**src/rtl/vga_timing_gen_if.sv**
```systemverilog
// rtl/vga_timing_gen_if.sv - config bus and video timing outputs of vga_timing_gen
// master: config writer / scan-out side; slave: the timing generator.
interface vga_timing_gen_if #(
  parameter int CW = 12
);
  logic          cfg_we;
  logic [CW-1:0] cfg_h_active;
  logic [CW-1:0] cfg_h_sync_start;
  logic [CW-1:0] cfg_h_sync_end;
  logic [CW-1:0] cfg_h_total;
  logic [CW-1:0] cfg_v_active;
  logic [CW-1:0] cfg_v_sync_start;
  logic [CW-1:0] cfg_v_sync_end;
  logic [CW-1:0] cfg_v_total;
  logic          cfg_pending;
  logic          cfg_err;
  logic          hsync;
  logic          vsync;
  logic          de;
  logic [CW-1:0] x;
  logic [CW-1:0] y;
  logic          line_start;
  logic          frame_start;
  logic          select;

  modport master (
    output cfg_we, cfg_h_active, cfg_h_sync_start, cfg_h_sync_end, cfg_h_total,
           cfg_v_active, cfg_v_sync_start, cfg_v_sync_end, cfg_v_total,
    input  cfg_pending, cfg_err, hsync, vsync, de, x, y,
           line_start, frame_start, select
  );

  modport slave (
    input  cfg_we, cfg_h_active, cfg_h_sync_start, cfg_h_sync_end, cfg_h_total,
           cfg_v_active, cfg_v_sync_start, cfg_v_sync_end, cfg_v_total,
    output cfg_pending, cfg_err, hsync, vsync, de, x, y,
           line_start, frame_start, select
  );
endinterface

```
**src/rtl/vga_timing_gen.sv**
```systemverilog
// rtl/vga_timing_gen.sv - programmable VGA timing generator with frame-boundary config apply
// Counters advance on pix_ce; all outputs are registered from the next counter values,
// so they change together with the counters and hold while pix_ce is low.
module vga_timing_gen #(
  parameter int CW           = 12,
  parameter int H_ACTIVE     = 640,
  parameter int H_SYNC_START = 656,
  parameter int H_SYNC_END   = 752,
  parameter int H_TOTAL      = 800,
  parameter int V_ACTIVE     = 480,
  parameter int V_SYNC_START = 490,
  parameter int V_SYNC_END   = 492,
  parameter int V_TOTAL      = 525,
  parameter bit HS_POL       = 1'b0,
  parameter bit VS_POL       = 1'b0
) (
  input  logic         aclk,
  input  logic         aresetn,
  input  logic         pix_ce,
  vga_timing_gen_if.slave bus
);

  typedef struct packed {
    logic [CW-1:0] ha;
    logic [CW-1:0] hss;
    logic [CW-1:0] hse;
    logic [CW-1:0] ht;
    logic [CW-1:0] va;
    logic [CW-1:0] vss;
    logic [CW-1:0] vse;
    logic [CW-1:0] vt;
  } timing_t;

  localparam logic [CW-1:0] ONE = CW'(1);
  localparam timing_t DEFAULTS = {CW'(H_ACTIVE), CW'(H_SYNC_START), CW'(H_SYNC_END), CW'(H_TOTAL),
                                  CW'(V_ACTIVE), CW'(V_SYNC_START), CW'(V_SYNC_END), CW'(V_TOTAL)};
  localparam logic [CW-1:0] HC_RESET = CW'(H_TOTAL - 1);
  localparam logic [CW-1:0] VC_RESET = CW'(V_TOTAL - 1);

  timing_t       act;
  timing_t       shd;
  timing_t       wr;
  timing_t       eff;
  logic          pending;
  logic          err;
  logic [CW-1:0] hc;
  logic [CW-1:0] vc;
  logic [CW-1:0] hc_nx;
  logic [CW-1:0] vc_nx;
  logic          h_wrap;
  logic          f_wrap;
  logic          apply;
  logic          wr_ok;
  logic          de_q;
  logic          hsync_q;
  logic          vsync_q;
  logic [CW-1:0] x_q;
  logic [CW-1:0] y_q;
  logic          line_start_q;
  logic          frame_start_q;
  logic          select_q;

  assign wr = {bus.cfg_h_active, bus.cfg_h_sync_start, bus.cfg_h_sync_end, bus.cfg_h_total,
               bus.cfg_v_active, bus.cfg_v_sync_start, bus.cfg_v_sync_end, bus.cfg_v_total};

  // A write is accepted only if both axes satisfy 1 <= active < sync_start < sync_end <= total.
  always_comb begin
    wr_ok = (wr.ha != '0) && (wr.ha < wr.hss) && (wr.hss < wr.hse) && (wr.hse <= wr.ht) &&
            (wr.va != '0) && (wr.va < wr.vss) && (wr.vss < wr.vse) && (wr.vse <= wr.vt);
  end

  // Next counter position; the wrap into (0,0) is also where a pending config takes over,
  // and the decode of that first pixel already uses the new timing.
  always_comb begin
    h_wrap = (hc == act.ht - ONE);
    f_wrap = h_wrap && (vc == act.vt - ONE);
    hc_nx  = h_wrap ? '0 : hc + ONE;
    vc_nx  = h_wrap ? (f_wrap ? '0 : vc + ONE) : vc;
    apply  = f_wrap && pending;
    eff    = apply ? shd : act;
  end

  // Timing registers: counters, active/shadow config, pending flag and reject pulse.
  always_ff @(posedge aclk or negedge aresetn) begin
    if (!aresetn) begin
      act     <= DEFAULTS;
      shd     <= '0;
      pending <= 1'b0;
      err     <= 1'b0;
      hc      <= HC_RESET;
      vc      <= VC_RESET;
    end else begin
      err <= bus.cfg_we && !wr_ok;
      if (pix_ce) begin
        hc <= hc_nx;
        vc <= vc_nx;
      end
      if (pix_ce && apply) begin
        act <= shd;
      end
      // A write landing on the apply edge becomes the next pending config.
      if (bus.cfg_we && wr_ok) begin
        shd     <= wr;
        pending <= 1'b1;
      end else if (pix_ce && apply) begin
        pending <= 1'b0;
      end
    end
  end

  // Registered video outputs decoded from the next counter values under the effective timing.
  always_ff @(posedge aclk or negedge aresetn) begin
    if (!aresetn) begin
      de_q          <= 1'b0;
      hsync_q       <= ~HS_POL;
      vsync_q       <= ~VS_POL;
      x_q           <= '0;
      y_q           <= '0;
      line_start_q  <= 1'b0;
      frame_start_q <= 1'b0;
      select_q      <= 1'b0;
    end else if (pix_ce) begin
      de_q          <= (hc_nx < eff.ha) && (vc_nx < eff.va);
      hsync_q       <= ((hc_nx >= eff.hss) && (hc_nx < eff.hse)) ? HS_POL : ~HS_POL;
      vsync_q       <= ((vc_nx >= eff.vss) && (vc_nx < eff.vse)) ? VS_POL : ~VS_POL;
      x_q           <= hc_nx;
      y_q           <= vc_nx;
      line_start_q  <= (hc_nx == '0);
      frame_start_q <= f_wrap;
      if (f_wrap) begin
        select_q <= ~select_q;
      end
    end
  end

  assign bus.cfg_pending = pending;
  assign bus.cfg_err     = err;
  assign bus.de          = de_q;
  assign bus.hsync       = hsync_q;
  assign bus.vsync       = vsync_q;
  assign bus.x           = x_q;
  assign bus.y           = y_q;
  assign bus.line_start  = line_start_q;
  assign bus.frame_start = frame_start_q;
  assign bus.select      = select_q;

endmodule
```
**src/flat_wrapper.sv**
```systemverilog
// flat-port wrapper written by rule: the top's interface ports become plain ports
module vga_timing_gen_flat 
#(
  parameter int CW           = 12,
  parameter int H_ACTIVE     = 640,
  parameter int H_SYNC_START = 656,
  parameter int H_SYNC_END   = 752,
  parameter int H_TOTAL      = 800,
  parameter int V_ACTIVE     = 480,
  parameter int V_SYNC_START = 490,
  parameter int V_SYNC_END   = 492,
  parameter int V_TOTAL      = 525,
  parameter bit HS_POL       = 1'b0,
  parameter bit VS_POL       = 1'b0
)
  (aclk, aresetn, pix_ce, bus_cfg_we, bus_cfg_h_active, bus_cfg_h_sync_start, bus_cfg_h_sync_end, bus_cfg_h_total, bus_cfg_v_active, bus_cfg_v_sync_start, bus_cfg_v_sync_end, bus_cfg_v_total, bus_cfg_pending, bus_cfg_err, bus_hsync, bus_vsync, bus_de, bus_x, bus_y, bus_line_start, bus_frame_start, bus_select);
  vga_timing_gen_if #(.CW(CW)) bus_i ();
  input  logic aclk;
  input  logic aresetn;
  input  logic pix_ce;
  input wire logic [$bits(bus_i.cfg_we)-1:0] bus_cfg_we;
  input wire logic [$bits(bus_i.cfg_h_active)-1:0] bus_cfg_h_active;
  input wire logic [$bits(bus_i.cfg_h_sync_start)-1:0] bus_cfg_h_sync_start;
  input wire logic [$bits(bus_i.cfg_h_sync_end)-1:0] bus_cfg_h_sync_end;
  input wire logic [$bits(bus_i.cfg_h_total)-1:0] bus_cfg_h_total;
  input wire logic [$bits(bus_i.cfg_v_active)-1:0] bus_cfg_v_active;
  input wire logic [$bits(bus_i.cfg_v_sync_start)-1:0] bus_cfg_v_sync_start;
  input wire logic [$bits(bus_i.cfg_v_sync_end)-1:0] bus_cfg_v_sync_end;
  input wire logic [$bits(bus_i.cfg_v_total)-1:0] bus_cfg_v_total;
  output wire logic [$bits(bus_i.cfg_pending)-1:0] bus_cfg_pending;
  output wire logic [$bits(bus_i.cfg_err)-1:0] bus_cfg_err;
  output wire logic [$bits(bus_i.hsync)-1:0] bus_hsync;
  output wire logic [$bits(bus_i.vsync)-1:0] bus_vsync;
  output wire logic [$bits(bus_i.de)-1:0] bus_de;
  output wire logic [$bits(bus_i.x)-1:0] bus_x;
  output wire logic [$bits(bus_i.y)-1:0] bus_y;
  output wire logic [$bits(bus_i.line_start)-1:0] bus_line_start;
  output wire logic [$bits(bus_i.frame_start)-1:0] bus_frame_start;
  output wire logic [$bits(bus_i.select)-1:0] bus_select;
  assign bus_i.cfg_we = bus_cfg_we;
  assign bus_i.cfg_h_active = bus_cfg_h_active;
  assign bus_i.cfg_h_sync_start = bus_cfg_h_sync_start;
  assign bus_i.cfg_h_sync_end = bus_cfg_h_sync_end;
  assign bus_i.cfg_h_total = bus_cfg_h_total;
  assign bus_i.cfg_v_active = bus_cfg_v_active;
  assign bus_i.cfg_v_sync_start = bus_cfg_v_sync_start;
  assign bus_i.cfg_v_sync_end = bus_cfg_v_sync_end;
  assign bus_i.cfg_v_total = bus_cfg_v_total;
  assign bus_cfg_pending = bus_i.cfg_pending;
  assign bus_cfg_err = bus_i.cfg_err;
  assign bus_hsync = bus_i.hsync;
  assign bus_vsync = bus_i.vsync;
  assign bus_de = bus_i.de;
  assign bus_x = bus_i.x;
  assign bus_y = bus_i.y;
  assign bus_line_start = bus_i.line_start;
  assign bus_frame_start = bus_i.frame_start;
  assign bus_select = bus_i.select;
  vga_timing_gen #(.CW(CW), .H_ACTIVE(H_ACTIVE), .H_SYNC_START(H_SYNC_START), .H_SYNC_END(H_SYNC_END), .H_TOTAL(H_TOTAL), .V_ACTIVE(V_ACTIVE), .V_SYNC_START(V_SYNC_START), .V_SYNC_END(V_SYNC_END), .V_TOTAL(V_TOTAL), .HS_POL(HS_POL), .VS_POL(VS_POL)) u_core (.aclk(aclk), .aresetn(aresetn), .pix_ce(pix_ce), .bus(bus_i));
endmodule
```
**config.mk**
```make
export PLATFORM = sky130hd
export DESIGN_NAME = vga_timing_gen_flat
export DESIGN_NICKNAME = d
export VERILOG_FILES = /design/src/rtl/vga_timing_gen_if.sv /design/src/rtl/vga_timing_gen.sv /design/src/flat_wrapper.sv
export SDC_FILE = /design/constraint.sdc
export NUM_CORES = 1
export LEC_CHECK = 0
export BUFFER_PORTS_ARGS = -buffer_cell sky130_fd_sc_hd__buf_4
export CORE_MARGIN = 3
export CORE_UTILIZATION = 40
export DETAILED_ROUTE_END_ITERATION = 16
export SYNTH_ARGS = -nofsm -noshare
export SYNTH_HDL_FRONTEND = slang
export SYNTH_SLANG_ARGS = --single-unit
```
**constraint.sdc**
```tcl
create_clock -name aclk -period 6.1 [get_ports aclk]
set_input_delay 0.915 -clock aclk [delete_from_list [all_inputs] [get_ports aclk]]
set_output_delay 0.915 -clock aclk [all_outputs]
set_load 0.005 [all_outputs]
```
== Word-level counts from Yosys, hierarchy flattened ==
Index checks and enable logic that the tools add are counted.
Operators by class
  add/subtract/negate cells: 4
  $lt $le $gt $ge: 12
  equal/unequal tests: 2
  multiplexer cells: 8
  bitwise gates (word level): 1
  reductions and logical operators: 21
Operator list (number)
  < comparator 12 bit: 8
  two-way mux 96 bit: 1
  two-way mux 12 bit: 3
  adder 12 x 1 -> 12 bit, second input constant: 2
  equality test 12 bit: 2
  >= comparator 12 bit: 2
  <= comparator 12 bit: 2
  nonzero test 12 bit: 2
  subtractor 12 x 1 -> 12 bit, second input constant: 2
  logical AND 1 bit: 15
  zero test 12 bit: 1
  two-way mux 1 bit: 4
  AND reduction 2 bit: 1
  nonzero test 2 bit: 1
  zero test 1 bit: 1
  inverter 1 bit: 1
Word-level totals
  register bits: 248
  bits of input ports: 100
  output and inout port bits: 32
  word-level logic and storage cells: 76

== Logic depth before layout (Yosys ltp) ==
Gate-level depths: netlist (run 1).
  word-level depth: 10
  mapped depth: 23
  depth with buffers taken out: 20

== Worst setup path before layout (run 1) ==
Ideal clock, no wire load.
  kind: register to register
  start point: reg u_core.act[48] (netlist bit)
  end point: reg u_core.vsync_q, in the netlist u_core.bus.vsync
  library setup time: 0.059 ns
  data arrival time: 4.605 ns
  data required time: 6.041 ns
  path slack: 1.436 ns
  stages on the path, launching flop included: 23
  path buffers: 3
  clock period less this slack: 4.664 ns
  path through: dfrtp_1 > inv_1 > ha_1 > or4b_4 > nor4_2 > a2bb2oi_1 > a2111oi_2 > and4_1 > buf_4 > nand3_2 > buf_6 > buf_2 > mux2_2 > ha_1 > nand2b_1 > a21o_1 > a21o_1 > a21o_1 > a21o_1 > a2111oi_0 > o31ai_1 > a21oi_1 > a21o_1
Between the ends
  longest elaborated chain between the ends: 8
  elaborated cells between the ends (all ways): 11
  those cells by class: 1 x add/sub; 2 x order compare; 1 x eq/ne; 4 x mux; 3 x reduce/logical
RTL lines
  from (decl): RTL line vga_timing_gen.sv:40  | timing_t act;
  from (signal assigned): RTL line vga_timing_gen.sv:86  | act <= DEFAULTS;
  from (signal assigned): RTL line vga_timing_gen.sv:99  | act <= shd;
  subtractor 12 x 1 -> 12 bit *: RTL line vga_timing_gen.sv:75  | h_wrap = (hc == act.ht - ONE);
  equality test 12 bit *: RTL line vga_timing_gen.sv:75
  logical AND 1 bit: RTL line vga_timing_gen.sv:76  | f_wrap = h_wrap && (vc == act.vt - ONE);
  two-way mux 12 bit or logical AND 1 bit (tied branches): RTL line vga_timing_gen.sv:78, vga_timing_gen.sv:79
  two-way mux 12 bit or two-way mux 96 bit (tied branches): RTL line vga_timing_gen.sv:78, vga_timing_gen.sv:80
  >= comparator 12 bit or < comparator 12 bit (tied branches): RTL line vga_timing_gen.sv:125  | vsync_q <= ((vc_nx >= eff.vss) && (vc_nx < eff.vse)) ? VS_POL : ~VS_POL;
  logical AND 1 bit *: RTL line vga_timing_gen.sv:125
  two-way mux 1 bit *: RTL line vga_timing_gen.sv:125
  to (signal assigned): RTL line vga_timing_gen.sv:116  | vsync_q <= ~VS_POL;
  to (signal assigned): RTL line vga_timing_gen.sv:125
  to (decl): RTL line vga_timing_gen.sv:56  | logic vsync_q;
Mark *: on every way between the ends. The rest lies on a longest branch, timed or not.
A chain may end at the register's enable or synchronous reset.

== Worst setup path in the final report (run 1) ==
  start point: reg u_core.act[48] (netlist bit)
  end point: reg u_core.de_q, in the netlist u_core.bus.de
Between the ends
  longest elaborated chain between the ends: 7
  elaborated cells between the ends (all ways): 11
  those cells by class: 1 x add/sub; 2 x order compare; 1 x eq/ne; 4 x mux; 3 x reduce/logical
RTL lines
  subtractor 12 x 1 -> 12 bit *: RTL line vga_timing_gen.sv:75
  equality test 12 bit *: RTL line vga_timing_gen.sv:75
  logical AND 1 bit: RTL line vga_timing_gen.sv:76
  two-way mux 12 bit or logical AND 1 bit (tied branches): RTL line vga_timing_gen.sv:78, vga_timing_gen.sv:79
  two-way mux 12 bit or two-way mux 96 bit (tied branches): RTL line vga_timing_gen.sv:78, vga_timing_gen.sv:80
  < comparator 12 bit: RTL line vga_timing_gen.sv:123  | de_q <= (hc_nx < eff.ha) && (vc_nx < eff.va);
  logical AND 1 bit *: RTL line vga_timing_gen.sv:123
  to (signal assigned): RTL line vga_timing_gen.sv:123
  to (decl): RTL line vga_timing_gen.sv:54  | logic de_q;
Marked as above.

==> reports/qor.csv, run 1 <==
metric,value,unit
CTS resizes,0,
RSZ-0062 raised after global routing,false,
min Tclk post-route,5.05,ns
GP Congestion,0.863,
post-route ant nets,0,
average wire per standard cell,20.1,um
largest net degree at the start of global routing,149,
final worst path period share,0.827,
total CTS buffers,26,
final hold slack,0.351,ns
Layout area overhead,16.5,%
worst clock skew,0.0143,ns
"Hold-fix buffers, CTS",0,
R2R Setup Slk,1.05,ns
Arrival @ worst endpoint,5.49,ns
Post-synth EDFFs,0,
Gate Count Post-Synth,1278,
"flops & latches, synth",234,
GRT Resource Usage Total,0.195,
Syn Std Cell Area,0.0143,mm2
Final Hold Viols,0,
Hold Path Class,in2async,
worst r2r src,u_core.act[48],
Buffers on Ports,131,
Max clock buf depth,3,
terminus of the critical flop-to-flop path,u_core.bus.de,
"FFs w/ async S/R, synth",1.00,
Post-CTS Setup Inserts,0,
"commonest non-fill, non-tap cells in the layout","dfrtp_1, mux2_2, buf_4, ha_1, inv_1",
Final #Nets,1631,
first-pass GRT wire length,59000,um
root buf cell,clkbuf_16,
startpoint types,register,
R2R depth,20,
n_diodes,0,
Tightest Pin Transition,0.954,ns
Initial DRC Count,552,
"Req. time, crit path",6.55,ns
vias in the first global route,10200,
"Setup violations, final",0,
Setup Crit Path Kind,reg2reg,
io pins,132,
Via Count,10100,
CP endpoint kind,register,
initial antenna violation count,0,
status,finished clean,
die footprint,0.0382,mm2
routed vias/inst,5.41,
"Seq/Total Area, Yosys",0.412,
DP HPWL,28700,um
Clock Latency Late Sink,0.54,ns
CTS HTree Levels,1,
gr ovfl total,0,
core area,0.0350,mm2
Final TNS setup,0,ns
YS warnings,0,
Die Y-Extent,195,um
syn nets,1518,
final wirelength,37500,um
Die Width,195,um
proportion of layout cells with a drive suffix above 1,0.298,
"most common cell after layout, fill and taps aside",dfrtp_1,
Pleak,8.41,nW
"Distinct cells, synth",69,
Slew Limit Headroom,0.364,
final-report max-slew violation count,0,
CP Max Fanout,17,
fmax,198,MHz
Power Density,304,mW/mm2
Initial Util,0.410,
clock tree from TritonCTS,built,
clock slew seen by the registers of the worst setup and hold paths,0.06,ns
maximum vdd drop,226,uV
max cap viols,0,
Clock Sinks,234,
syn avg cell area,11.2,um2
top_reg_cell synth,dfrtp_1,
TritonRoute pass-1 iters,5,
cell row count,68,
DRC Markers,0,
## layout make-up
type / count / area [um2]
clock buffers: 35 / 756
clock inverters: 13 / 176
fillers: 3187 / 18300
inverters: 98 / 368
multi-input cells: 877 / 7700
flip-flops and latches: 234 / 5910
well taps: 455 / 569
repair buffers: 154 / 1230
## worst max-delay path, stage by stage (launching register included)
cell,delay [ns]
dfrtp_1,0.42
inv_1,0.07
ha_1,0.25
or4b_4,0.53
nor4_2,0.22
a2bb2oi_1,0.11
a2111oi_2,0.39
and4_1,0.24
buf_4,0.19
nand3_4,0.29
buf_4,0.34
buf_4,0.27
mux2i_1,0.28
ha_1,0.30
a21o_1,0.16
a21o_1,0.16
a21oi_1,0.17
nor2_1,0.07
a211oi_1,0.20
a21oi_1,0.10
a311oi_1,0.19
## where the power goes
group          switching (mW)  internal, mW
Clock                   0.648          1.04
Sequential              0.324          1.94
Combinational           0.523         0.608
Total                    1.50          3.59
## worst max path at each step
stage / slack [ns] / startpoint / cells after the start / to
floorplan: 1.44 / u_core.act[48] / 22 / u_core.bus.vsync
global placement: 1.08 / u_core.act[48] / 20 / u_core.bus.de
detailed placement: 1.11 / u_core.act[48] / 20 / u_core.bus.vsync
CTS: 1.08 / u_core.act[48] / 20 / u_core.bus.vsync
global route: 0.71 / u_core.act[48] / 20 / u_core.bus.vsync
finish: 1.05 / u_core.act[48] / 20 / u_core.bus.de
## flip-flops by register name, summed over array words and instances (netlist names), 3 cells and up
signal        cells
u_core.act       96
u_core.shd       96
u_core.bus.x     12
u_core.bus.y     12
u_core.hc         7
u_core.vc         3
## kinds of logic after synthesis
logic type,share of synthesized area
compound gates,0.0941
xor+xnor,0.0299
fa+ha+maj,0.122
buf+inv,0.0519
flops,0.412
mux,0.209
simple gates,0.0811
## synth_stat cells, types with 4 or more instances
cell type  number  area [um2]
a2111oi_0       5        43.8
a211o_1         4        35.0
a21oi_1        33         165
mux2_1         40         450
nor2_1         40         150
nand3_1        15        75.1
and4_1          4        35.0
mux2_2        163        1840
mux2i_1        69         691
buf_2           7        35.0
nor3_1         17        85.1
a21o_1         36         270
dfstp_2        45        1180
nand2b_1       14        87.6
a211oi_1        4        30.0
buf_6           7        78.8
o31ai_1         7        52.6
o21a_1         15         113
nand2_1        41         154
ha_1          140        1750
inv_1          97         364
nand4_1        23         144
dfrtp_1       189        4730
nor4_1         20         125
o2111ai_1       7        61.3
nor2b_1        11        68.8
a31oi_1         4        25.0
clkbuf_1       37         139
xnor2_1        30         263
and3_1          7        43.8
o21ai_0        50         250
buf_4          15         113
xor2_1         19         166
o211ai_1        8        60.1
## metrics by stage
stage	cells	power, mW	setup WS (ns)	utilization	instance area [um2]
finish	1866	5.09	1.05	0.478	16700
global route	1866	5.38	0.709	0.478	16700
CTS	1866	5.15	1.08	0.478	16700
detailed placement	1818	3.44	1.11	0.451	15800
global placement	1818	3.40	1.08	0.451	15800
floorplan	1278	2.92	1.44	-	14300
## per-layer routing
| layer | share of wire | track usage | routed length [um] |
|---|---|---|---|
| met5 | 0 | 0 | 0 |
| met4 | 0.031 | 0.0570 | 1170 |
| met3 | 0.036 | 0.0255 | 1340 |
| met2 | 0.48 | 0.325 | 17800 |
| met1 | 0.46 | 0.267 | 17200 |
(Power assumes the default switching activity.)
==> run 2: changes to the inputs <==
Settings changed: ABC_AREA set to 1.
Clock period 6.1 ns to 5.2 ns, I/O delays scaled along.
==> reports/qor.csv, run 2 <==
metric,value,unit,change
status,finished clean,,
"commonest non-fill, non-tap cells in the layout","nand2_1, inv_1, dfrtp_1, o21ai_0, nor2_1",,
core area,0.0357,mm2,+2.2%
clock slew seen by the registers of the worst setup and hold paths,0.06,ns,about the same
leading area contributor after synthesis,dfrtp_1,,
fmax,238,MHz,+20%
CTS resizes,0,,unchanged
routed vias/inst,5.07,,-6.3%
syn nets,2168,,+43%
clock tree from TritonCTS,built,,
Buffers on Ports,131,,unchanged
Clock Sinks,234,,unchanged
DRC Markers,0,,unchanged
"FFs w/ async S/R, synth",1.00,,unchanged
Final #Nets,2265,,+39%
Slowest cell on crit path,dfstp_2,,
top_reg_cell synth,dfrtp_1,,
Worst Setup SP,u_core.act[0],,
"most common cell after layout, fill and taps aside",nand2_1,,
Pleak,8.59,nW,+2.2%
Initial DRC Count,879,,+59%
startpoint types,register,,
TritonRoute pass-1 iters,7,,+2
Via Count,12700,,+26%
Clock Latency Late Sink,0.54,ns,about the same
max cap viols,0,,unchanged
Worst Setup EP,u_core.bus.hsync,,
average wire per standard cell,15.7,um,-22%
Post-CTS Setup Inserts,0,,unchanged
CTS HTree Levels,1,,unchanged
fillers,3544,,+11%
GP Congestion,0.859,,-0.42%
final wirelength,39400,um,+5.1%
worst clock skew,0.00738,ns,-0.00689 ns
terminus of the critical flop-to-flop path,u_core.bus.hsync,,
"Distinct cells, synth",42,,-39%
"Core Util, Final",0.473,,-0.00505
Hold Path Class,in2async,,
Final Hold Viols,0,,unchanged
Slew Limit Headroom,0.199,,-0.165
gr ovfl total,0,,unchanged
first-pass GRT wire length,64200,um,+8.8%
syn avg cell area,7.56,um2,-33%
max incr delay on CP,0.55,ns,+0.02 ns
maximum vdd drop,194,uV,-14%
Gate Count Post-Synth,1928,,+51%
biggest regs,"u_core.act x96, u_core.shd x96",,
final worst path period share,0.809,,-0.0183
Max clock buf depth,3,,unchanged
CP Max Fanout,36,,+19
cell row count,69,,+1.5%
DP HPWL,30100,um,+4.8%
synth top area cells,"dfrtp_1, nand2_1, ha_1",,
Tightest Pin Transition,1.20,ns,+0.245 ns
Final TNS setup,0,ns,unchanged
"flops & latches, synth",234,,unchanged
"Req. time, crit path",5.67,ns,-0.88 ns
YS warnings,0,,unchanged
register area,0.00591,mm2,unchanged
RSZ-0062 raised after global routing,false,,
"Seq/Total Area, Yosys",0.405,,-0.00683
Arrival @ worst endpoint,4.68,ns,-0.81 ns
io pins,132,,unchanged
R2R Setup Slk,0.99,ns,-0.06 ns
total CTS buffers,27,,+3.8%
Syn Std Cell Area,0.0146,mm2,+1.7%
min Tclk post-route,4.21,ns,-0.840 ns
Power Density,371,mW/mm2,+22%
Post-synth EDFFs,0,,unchanged
"Setup violations, final",0,,unchanged
Layout area overhead,15.9,%,
Post-synth top cells,"nand2_1, inv_1, dfrtp_1, o21ai_0, nor2_1",,
GRT Resource Usage Total,0.202,,+0.00717
"Hold-fix buffers, CTS",0,,unchanged
Die Width,197,um,+0.81%
post-route ant nets,0,,unchanged
n_diodes,0,,unchanged
"count leader, synth",nand2_1,,
die footprint,0.0388,mm2,+1.6%
vias in the first global route,12500,,+22%
Multi-input gate area,0.00725,mm2,-5.9%
initial antenna violation count,0,,unchanged
worst r2r src,u_core.act[0],,
CP endpoint kind,register,,
Initial Util,0.408,,-0.00212
proportion of layout cells with a drive suffix above 1,0.130,,-0.168
largest net degree at the start of global routing,194,,+30%
Setup Crit Path Kind,reg2reg,,
root buf cell,clkbuf_16,,
Die Y-Extent,197,um,+0.81%
R2R depth,28,,+40%
Synth top area share,0.324,,-0.00546
final-report max-slew violation count,0,,unchanged
## run 2: worst min path at each step
stage              startpoint        endpoint  slack [ns]  cells after the start
2_1_floorplan  u_core.shd[60]  u_core.shd[60]        0.44                      2
3_3_place_gp   u_core.act[93]  u_core.act[93]        0.46                      2
3_5_place_dp   u_core.act[93]  u_core.act[93]        0.47                      2
4_1_cts               aresetn  u_core.shd[74]        0.38                      1
5_1_grt               aresetn  u_core.shd[74]        0.41                      1
6_report              aresetn  u_core.shd[74]        0.34                      1
## run 2: final cells by class
type                       instances  area share
clock buffer                      36      0.0455
multi-input combinational       1331       0.429
timing repair buffer             146      0.0660
clock inverter                    14      0.0123
tap                              461      0.0341
sequential                       234       0.350
inverter                         285      0.0633
## run 2: logic make-up (layout without fill, tap and decap cells)
| kind of cell | count (synthesis) | in the layout | share of synthesized area |
|---|---|---|---|
| xor gates and xnor gates | 24 | 24 | 0.0144 |
| DFF | 234 | 234 | 0.405 |
| AOI/OAI and AO/OA | 397 | 397 | 0.143 |
| adders and majority gates | 140 | 140 | 0.120 |
| buffers and inverters | 363 | 481 | 0.0993 |
| and+or+nand+nor | 770 | 770 | 0.218 |
## run 2: critical path: cells and delay by family (launching register included)
kind / cells / cell delay, ns
AND/OR/NAND/NOR: 13 / 1.27
adder cells (fa/ha/maj): 2 / 0.60
flip-flops: 1 / 0.55
AO/OA/AOI/OAI: 8 / 1.03
buffers and inverters: 5 / 0.67
## run 2: stage by stage
step	worst slack (ns)	instance area, um2	instances	total power [mW]	hold WS [ns]
2_1_floorplan	1.47	14600	1928	3.60	0.444
3_3_place_gp	1.07	15900	2457	4.18	0.461
3_5_place_dp	0.989	15900	2457	4.24	0.466
4_1_cts	0.967	16900	2507	6.33	0.385
5_1_grt	0.435	16900	2507	6.71	0.413
6_report	0.994	16900	2507	6.26	0.340
## run 2: power breakdown
group | internal (mW) | switching (mW)
clock network | 1.29 | 0.773
logic | 0.628 | 0.997
registers | 2.27 | 0.306
## run 2: per-layer routing
layer | track usage | share of wire
met5 | 0 | 0
met4 | 0.0517 | 0.026
met3 | 0.0226 | 0.041
met2 | 0.328 | 0.45
met1 | 0.291 | 0.48
==> run 3: changes to the inputs <==
Clock period 5.2 ns to 4.38 ns, I/O delays scaled along.
==> reports/qor.csv, run 3 (synthesis gave the netlist of run 2 again) <==
metric,value,unit,change
vias in the first global route,12300,,-1.0%
proportion of layout cells with a drive suffix above 1,0.136,,+0.00598
Power Density,426,mW/mm2,+15%
Setup Crit Path Kind,reg2reg,,
"most common cell after layout, fill and taps aside",nand2_1,,
"Req. time, crit path",4.85,ns,-0.82 ns
CP endpoint kind,register,,
"commonest non-fill, non-tap cells in the layout","nand2_1, inv_1, dfrtp_1, o21ai_0, buf_4",,
switch share,0.340,,+0.00885
Clock Latency Late Sink,0.55,ns,about the same
Layout area overhead,16.3,%,
worst clock skew,0.0185,ns,+0.0111 ns
average wire per standard cell,15.7,um,-0.20%
clock slew seen by the registers of the worst setup and hold paths,0.06,ns,about the same
cell row count,69,,unchanged
Hold Path Class,in2async,,
Final #Nets,2278,,+0.57%
GRT Resource Usage Total,0.204,,+0.00124
DP HPWL,30400,um,+0.92%
internal power,4.77,mW,+14%
total CTS buffers,27,,unchanged
final hold slack,0.0655,ns,-0.274 ns
Clock Power Share,0.307,,-0.022
io pins,132,,unchanged
Arrival @ worst endpoint,4.36,ns,-0.32 ns
Flop pwr share,0.423,,+0.011
first-pass GRT wire length,64600,um,+0.62%
TritonRoute pass-1 iters,5,,-2
"Core Util, Final",0.474,,+0.00154
final worst path period share,0.888,,+0.0794
status,finished clean,,
Initial DRC Count,949,,+8.0%
biggest regs,"u_core.act x96, u_core.shd x96",,
Via Count,12800,,+0.83%
fillers,3572,,+0.79%
largest net degree at the start of global routing,194,,unchanged
maximum vdd drop,284,uV,+46%
n_diodes,0,,unchanged
Pleak,8.63,nW,+0.48%
Buffers on Ports,131,,unchanged
max incr delay on CP,0.38,ns,-0.17 ns
net load switching power,2.46,mW,+18%
GP Congestion,0.878,,+2.2%
CP Max Fanout,5,,-86%
Crit path max-delay family,simple AND/OR/NAND/NOR gates,,
Max clock buf depth,3,,unchanged
Slew Limit Headroom,0.487,,+0.288
Slowest cell on crit path,dfrtp_1,,
gr ovfl total,0,,unchanged
Crit path top cell by count,nor2_1,,
max cap viols,0,,unchanged
root buf cell,clkbuf_16,,
CTS HTree Levels,1,,unchanged
Die Width,197,um,unchanged
final-report max-slew violation count,0,,unchanged
Die Y-Extent,197,um,unchanged
initial antenna violation count,0,,unchanged
die footprint,0.0388,mm2,unchanged
post-route ant nets,0,,unchanged
final wirelength,39600,um,+0.32%
CP Cell Sequence,inv_1 -> ha_1 -> nand2_2 -> nor2_2 -> nand3_1 -> xor2_1 -> nor2_1 -> inv_1 -> nor2_4 -> nand2_1 -> nor2_1 -> nand2_1 -> inv_1 -> nand2_1 -> a211oi_4 -> ha_1 -> a21oi_1 -> nor2_1 -> a211oi_1 -> nor2_1 -> a2111oi_1 -> nand3_1 -> nor2_1 -> a21oi_1,,
Combinational Power Share,0.270,,+0.011
startpoint types,register,,
fmax,257,MHz,+8.1%
Tightest Pin Transition,0.770,ns,-0.430 ns
core area,0.0357,mm2,unchanged
Clock Sinks,234,,unchanged
clock tree from TritonCTS,built,,
min Tclk post-route,3.89,ns,-0.316 ns
"Setup violations, final",0,,unchanged
routed vias/inst,5.08,,+0.31%
Buf/Inv on CP,3,,-2
Initial Util,0.408,,unchanged
DRC Markers,0,,unchanged
Final Hold Viols,0,,unchanged
[run 3: area by class of cell]
cell class              count  area [um2]  share of cell area
clock inverters            12        91.3             0.00539
flip-flops and latches    234        5910               0.349
inverters                 285        1070              0.0631
well taps                 461         577              0.0340
multi-input cells        1331        7270               0.429
repair buffers            159        1250              0.0738
clock buffers              38         787              0.0464
[run 3: what timing repair did]
action	4_1_cts	5_1_grt
gates resized for setup	0	5
endpoints found under the setup margin	0	1
endpoints found under the hold margin	0	0
buffers inserted	0	6
hold buffers	0	0
[run 3: routing by layer]
layer / vias up / wire, um / GRT usage
met1: 6060 / 19400 / 0.303
li1: 6450 / - / -
met3: 41 / 1880 / 0.0267
met2: 260 / 17700 / 0.322
met5: - / 0 / 0
met4: 0 / 571 / 0.0359
[run 3: power by group through the flow]
stage	sequential [mW]	clock [mW]	combinational, mW
after global routing	3.12	2.37	2.29
after CTS	3.05	2.26	1.96
after detailed placement	3.08	0	1.95
after floorplan	2.96	0	1.31
after global placement	3.08	0	1.90
final	3.06	2.22	1.95
[run 3: through the flow]
step / worst slack [ns] / setup TNS (ns) / cells / instance area [um2] / power (mW)
CTS: 0.289 / 0 / 2514 / 16900 / 7.28
global route: -0.000548 / -0.000548 / 2520 / 17000 / 7.78
detailed placement: 0.309 / 0 / 2464 / 16000 / 5.03
floorplan: 0.650 / 0 / 1928 / 14600 / 4.28
finish: 0.489 / 0 / 2520 / 17000 / 7.23
global placement: 0.452 / 0 / 2464 / 16000 / 4.98
[run 3: path summary, 6_finish.rpt]
check / slack [ns] / start / endpoint / cells past startpoint
max in group asynchronous: 3.29 / aresetn / u_core.shd[14] / 2
worst max-delay path: 0.49 / u_core.act[49] / u_core.bus.vsync / 24
worst min register to register: 0.47 / u_core.act[65] / u_core.act[65] / 2
worst min-delay path: 0.07 / aresetn / u_core.shd[75] / 1
worst max register to register: 0.49 / u_core.act[49] / u_core.bus.vsync / 24
min in group aclk: 0.40 / bus_cfg_h_active[2] / u_core.shd[86] / 3
